`src/rtl/fmes_bcd_out.sv`:
```
// Sequential binary-to-BCD formatter for the frequency meter result (Q integer, F fraction).
// Optional FMES_BCD_BLANK_EN: blank leading integer zeros with 4'hF.
module fmes_bcd_out #(
    parameter int unsigned Q_W    = 20,
    parameter int unsigned F_W    = 10,
    parameter int unsigned N_INT  = 6,
    parameter int unsigned N_FRAC = 3
) (
    input  logic                  clk,
    input  logic                  rst_n,
    input  logic                  ok_div,
    input  logic [Q_W-1:0]        q,
    input  logic [F_W-1:0]        f,
    output logic [4*N_INT-1:0]    bcd_int,
    output logic [4*N_FRAC-1:0]   bcd_frac,
    output logic                  ovf,
    output logic                  busy,
    output logic                  ok_bcd
);

    localparam int unsigned AccW  = 4 * (N_INT + 1);
    localparam int unsigned FdigW = 4 * N_FRAC;
    localparam int unsigned CntW  = $clog2(Q_W + N_FRAC + 1);
    localparam int unsigned ProdW = F_W + 4;

    typedef enum logic [1:0] {StIdle, StInt, StFrac, StDone} state_e;

    state_e             state_q, state_d;
    logic [CntW-1:0]    cnt_q, cnt_d;
    logic [Q_W-1:0]     q_sh_q, q_sh_d;
    logic [F_W-1:0]     frac_q, frac_d;
    logic [AccW-1:0]    acc_q, acc_d, acc_adj;
    logic [FdigW-1:0]   fdig_q, fdig_d;
    logic               ok_div_q;
    logic               start;
    logic [ProdW-1:0]   prod;
    logic [4*N_INT-1:0] int_res;
    logic               ovf_res;
    logic [4*N_INT-1:0] bcd_int_q;
    logic [FdigW-1:0]   bcd_frac_q;
    logic               ovf_q, ok_bcd_q;

    assign start = ok_div & ~ok_div_q;
    assign prod  = ProdW'(frac_q) * ProdW'(10);

    // Double-dabble correction: digits >= 5 get +3 before the shift.
    always_comb begin
        acc_adj = acc_q;
        for (int i = 0; i < int'(N_INT + 1); i++) begin
            if (acc_q[4*i +: 4] >= 4'd5) begin
                acc_adj[4*i +: 4] = acc_q[4*i +: 4] + 4'd3;
            end
        end
    end

    always_comb begin
        state_d = state_q;
        cnt_d   = cnt_q;
        q_sh_d  = q_sh_q;
        frac_d  = frac_q;
        acc_d   = acc_q;
        fdig_d  = fdig_q;
        case (state_q)
            StIdle: begin
                if (start) begin
                    q_sh_d  = q;
                    frac_d  = f;
                    acc_d   = '0;
                    fdig_d  = '0;
                    cnt_d   = '0;
                    state_d = StInt;
                end
            end
            StInt: begin
                acc_d  = {acc_adj[AccW-2:0], q_sh_q[Q_W-1]};
                q_sh_d = q_sh_q << 1;
                cnt_d  = cnt_q + CntW'(1);
                if (cnt_q == CntW'(Q_W - 1)) begin
                    cnt_d   = '0;
                    state_d = StFrac;
                end
            end
            StFrac: begin
                fdig_d = (fdig_q << 4) | FdigW'(prod[F_W+3:F_W]);
                frac_d = prod[F_W-1:0];
                cnt_d  = cnt_q + CntW'(1);
                if (cnt_q == CntW'(N_FRAC - 1)) begin
                    cnt_d   = '0;
                    state_d = StDone;
                end
            end
            StDone:  state_d = StIdle;
            default: state_d = StIdle;
        endcase
    end

    always_comb begin
        ovf_res = |acc_q[AccW-1 -: 4];
        int_res = ovf_res ? {N_INT{4'h9}} : acc_q[4*N_INT-1:0];
`ifdef FMES_BCD_BLANK_EN
        begin
            logic lead;
            lead = ~ovf_res;
            // Units digit (i = 0) is never blanked.
            for (int i = int'(N_INT) - 1; i >= 1; i--) begin
                if (lead && (int_res[4*i +: 4] == 4'h0)) begin
                    int_res[4*i +: 4] = 4'hF;
                end else begin
                    lead = 1'b0;
                end
            end
        end
`endif
    end

    always_ff @(posedge clk) begin
        if (!rst_n) begin
            state_q    <= StIdle;
            cnt_q      <= '0;
            q_sh_q     <= '0;
            frac_q     <= '0;
            acc_q      <= '0;
            fdig_q     <= '0;
            ok_div_q   <= 1'b1;  // level already high at reset release must not start
            bcd_int_q  <= '0;
            bcd_frac_q <= '0;
            ovf_q      <= 1'b0;
            ok_bcd_q   <= 1'b0;
        end else begin
            state_q  <= state_d;
            cnt_q    <= cnt_d;
            q_sh_q   <= q_sh_d;
            frac_q   <= frac_d;
            acc_q    <= acc_d;
            fdig_q   <= fdig_d;
            ok_div_q <= ok_div;
            ok_bcd_q <= (state_q == StDone);
            if (state_q == StDone) begin
                bcd_int_q  <= int_res;
                bcd_frac_q <= fdig_q;
                ovf_q      <= ovf_res;
            end
        end
    end

    assign bcd_int  = bcd_int_q;
    assign bcd_frac = bcd_frac_q;
    assign ovf      = ovf_q;
    assign ok_bcd   = ok_bcd_q;
    assign busy     = (state_q != StIdle);

endmodule

```
`config.mk`:
```
export PLATFORM = sky130hd
export DESIGN_NAME = fmes_bcd_out
export DESIGN_NICKNAME = d
export VERILOG_FILES = /design/src/rtl/fmes_bcd_out.sv
export SDC_FILE = /design/constraint.sdc
export NUM_CORES = 1
export LEC_CHECK = 0
export ABC_CLOCK_PERIOD_IN_PS = 2320
export CAP_MARGIN = 20
export CORE_ASPECT_RATIO = 1.1
export CORE_MARGIN = 2
export CORE_UTILIZATION = 40
export DETAILED_ROUTE_END_ITERATION = 8
export PLACE_DENSITY = 0.7
export SLEW_MARGIN = 20
export SYNTH_ARGS = -nofsm -noshare
export SYNTH_HDL_FRONTEND = slang
export SYNTH_SLANG_ARGS = --single-unit
export TNS_END_PERCENT = 10
```
`constraint.sdc`:
```
create_clock -name clk -period 2.32 [get_ports clk]
set_clock_uncertainty 0.2 [all_clocks]
set_input_delay 0.464 -clock clk [delete_from_list [all_inputs] [get_ports clk]]
set_output_delay 0.464 -clock clk [all_outputs]
set_load 0.02 [all_outputs]
```
==> run_results.csv <==
group,metric,value,unit
worst_setup_path,cpMostUsedCell,"ha_4",
logic_synthesis,syn-num-nets,678,
drt,drt-total-wl,13.01,mm
worst_setup_path,cp-end-kind,"register",
power,netSwitchingPower,1.742,mW
logic_synthesis,synth_common_cells,"116 x dfxtp_1, 49 x nand2_1, 41 x mux2i_1, 39 x ha_1, 36 x nor2b_1",
worst_setup_path,r2r_slack,-0.11,ns
status,outcome,"complete, but fails checks",
layout,final_util,52.24,%
worst_setup_path,slowest_stage,"fa_2",
power,pwr-share-comb,21.6,%
worst_setup_path,worstPathRequired,2.43,ns
drt,detail_route.wl_per_cell,14.77,microns
layout,fin_area,7456,sq um
floorplan,num_rows,46,
power,power.total,6.342,mW
placement,port_buffers,71,
worst_setup_path,r2r-start,"frac_q[3]$_SDFFE_PN0P_",
sta,tightest_slew,0.4861,ns
floorplan,die_x,118.4,microns
power,leakage,2.989,nW
worst_setup_path,cp_num_buf_inv,0,
drt,drt-pass1-iter-count,4,
worst_setup_path,reg2reg_to,"fdig_q[0]$_SDFFE_PN0P_",
clocking,htree_levels,4,
placement,globalplace.congestion,0.8171,
sta,finalHoldViolCount,0,
hold_path,min_from,"fdig_q[9]$_SDFFE_PN0P_",
worst_setup_path,critPathArrivalTime,2.54,ns
status,violations,"setup timing",
clocking,clockBufferDepth,2,
logic_synthesis,yosys.area.top_type,"dfxtp_1",
sta,rsz0062_at_grt,"yes",
logic_synthesis,ys_ff_latch,116,
global_route,grt_overflow_total,0,
sta,holdWs,0.2541,ns
global_route,grt_start_max_net_pins,121,
placement,placement.cell_area,6731,sq um
logic_synthesis,syn_inst,605,
job,maxCapViolCount,0,
sta,layout_setup_ws,-0.1103,ns
placement,dpl.hpwl,8.476,mm
power,power_frac_seq,35.2,%
logic_synthesis,syn_avg_cell_area,9.524,sq um
hold_path,whs_endpoint,"fdig_q[9]$_SDFFE_PN0P_",
floorplan,die_y,129.9,microns
global_route,grt_pass1_wl,21.45,mm
power,p_int,4.600,mW
logic_synthesis,synth_mux_area_share,8.295,%
power,peakVddDrop,0.0004591,V
logic_synthesis,synth_cell_types,48,
logic_synthesis,synth-async-reset-ratio,0,%
sta,setup-violations-final,3,
layout,drive_above_1_share,12.34,%
floorplan,core_area,14270,sq um
global_route,first_global_vias,4613,
worst_setup_path,cpPeakStageDelay,0.40,ns
hold_path,worstHoldPathCells,2,
clocking,cts_tree,"yes",
logic_synthesis,synth_xor_area_share,2.888,%
hold_path,hold_path_class,"register to register",
sta,fin_crit_sh,104.8,%
sta,report.final.slew_viol_count,0,
layout,n_antenna_cell,0,
worst_setup_path,crit_fanout,3,
logic_synthesis,ys.warnings.count,0,
floorplan,ios,72,
floorplan,start_util,40.37,%
clocking,cts_buffers,17,
sta,fmax,411.5,MHz
clocking,clk_latency,0.41,ns
clocking,cts_root_buffer,"clkbuf_16",
floorplan,die-area,15380,sq um
logic_synthesis,yosys.cell_count.top_type,"dfxtp_1",
placement,pre_cts_slack,-0.1304,ns
drt,viasPerCell,5.209,
logic_synthesis,yosysSeqAreaShare,40.30,%
global_route,track_usage,17.23,%
global_route,grt_antenna_before_repair,0,
logic_synthesis,synth_compound_area_share,18.44,%
worst_setup_path,crit_family,"adder cells",
worst_setup_path,worst_r2r_path_depth,8,
logic_synthesis,synth_top_family_by_area,"compound AO/OA/AOI/OAI gates",
logic_synthesis,synth_adder_area_share,8.817,%
logic_synthesis,synthSimpleGateAreaFrac,16.98,%
worst_setup_path,path_cells,"ha_4, ha_4, fa_2, a211oi_2, nor2_2, o31ai_2, mux2i_1, a31o_1",
power,powerDensity,850.6,nW/um^2
sta,min_period,2.430,ns
drt,drt_iter0_drc,271,
drt,drt_drc_violations_left,0,
sta,finalSetupTns,-0.2004,ns
clocking,cts.clk_slew.worst_paths,0.05,ns
logic_synthesis,synthFlopType,"dfxtp_1",
worst_setup_path,setup.worst_path.start_class,"register",
clocking,cts_num_sinks,116,
logic_synthesis,synth-edff-count,0,
layout,finalNetCount,749,
drt,via_count,4589,
layout,area_growth,29.40,%
logic_synthesis,synth_top_area_share,40.30,%
clocking,hold_buffers,0,
placement,dp.cells,848,
power,netSwitchingFraction,27.47,%
worst_setup_path,critical_path_class,"register to register",
layout,final_cells,881,
power,p_clk_share,43.2,%
logic_synthesis,synth_area,5762,sq um
drt,final_antenna_net_count,0,
logic_synthesis,yosys-top-cells-area,"dfxtp_1 40%, ha_1 8.5%, mux2i_1 7.1%",
sta,relSlewSlack,67.59,%
==> state kept, by name, summed over array words and instances, names as in the netlist <==
register  count
state_q       2
bcd_frac     12
cnt_q         5
ok_div_q      1
frac_q       10
acc_q        28
bcd_int      24
q_sh_q       20
fdig_q       12
ok_bcd        1
ovf           1
==> final cells by class <==
type / instances / area (sq um)
clock inverter: 8 / 120.1
multi-input combinational: 427 / 3287
inverter: 24 / 90.09
clock buffer: 24 / 511.7
fill: 1379 / 6818
timing repair buffer: 90 / 880.8
sequential: 116 / 2326
tap: 192 / 240.2
==> logic make-up after synthesis <==
family | after synthesis
simple gates | 175
compound gates | 146
flops | 116
buf+inv | 62
mux | 47
fa+ha+maj | 40
xor+xnor | 19
==> power groups by stage <==
stage / clock [mW] / combinational [mW] / sequential, mW
2_1_floorplan: 0 / 0.925 / 2.26
3_3_place_gp: 0 / 1.31 / 2.26
3_5_place_dp: 0 / 1.34 / 2.27
4_1_cts: 2.79 / 1.35 / 2.22
5_1_grt: 2.89 / 1.51 / 2.25
6_report: 2.74 / 1.37 / 2.23
==> metal layers <==
layer	vias to the layer above	global-route usage, %	part of all wire (%)
li1	2289	-	-
met4	0	6.092	1.5
met5	-	0	0
met1	2186	20.11	44
met3	19	4.545	3.9
met2	95	30.74	51
==> layout by cell type, fill, tap and decap left out, types with 4 or more instances in the layout <==
| cell | instances |
|---|---|
| nand2b_1 | 14 |
| nor2_1 | 5 |
| clkbuf_8 | 6 |
| a22oi_1 | 9 |
| o221a_2 | 6 |
| mux2_2 | 6 |
| nand3_1 | 17 |
| dfxtp_1 | 113 |
| clkdlybuf4s50_1 | 69 |
| inv_1 | 24 |
| clkbuf_16 | 17 |
| nor2b_1 | 36 |
| o21ai_1 | 14 |
| ha_1 | 34 |
| xnor2_1 | 10 |
| a31oi_1 | 4 |
| nand4_1 | 6 |
| and2_1 | 22 |
| buf_4 | 16 |
| xor2_1 | 9 |
| o22ai_1 | 6 |
| ha_4 | 4 |
| nor3b_1 | 10 |
| nand2_1 | 49 |
| o32ai_1 | 6 |
| o211a_1 | 24 |
| a21boi_1 | 19 |
| a21oi_1 | 24 |
| mux2i_1 | 41 |
| o21ai_0 | 16 |
==> worst min-delay path, stage by stage (launching register included) <==
cell      delay (ns)
dfxtp_1         0.31
nand2_1         0.05
a21boi_1        0.05
==> worst max path at each step <==
stage | from | endpoint | slack, ns | cells after the start
5_1_grt | frac_q[3]$_SDFFE_PN0P_ | fdig_q[0]$_SDFFE_PN0P_ | -0.18 | 8
2_1_floorplan | frac_q[1]$_SDFFE_PN0P_ | fdig_q[0]$_SDFFE_PN0P_ | 0.02 | 8
3_3_place_gp | frac_q[3]$_SDFFE_PN0P_ | fdig_q[0]$_SDFFE_PN0P_ | -0.09 | 8
6_report | frac_q[3]$_SDFFE_PN0P_ | fdig_q[0]$_SDFFE_PN0P_ | -0.11 | 8
4_1_cts | frac_q[3]$_SDFFE_PN0P_ | fdig_q[0]$_SDFFE_PN0P_ | -0.11 | 8
3_5_place_dp | frac_q[3]$_SDFFE_PN0P_ | fdig_q[0]$_SDFFE_PN0P_ | -0.13 | 8
==> what timing repair did <==
action	4_1_cts	5_1_grt
pin swaps	2	8
buffers inserted	0	1
setup endpoints to repair	5	6
gates resized for setup	2	19
Power figures use the tool's default switching activity.
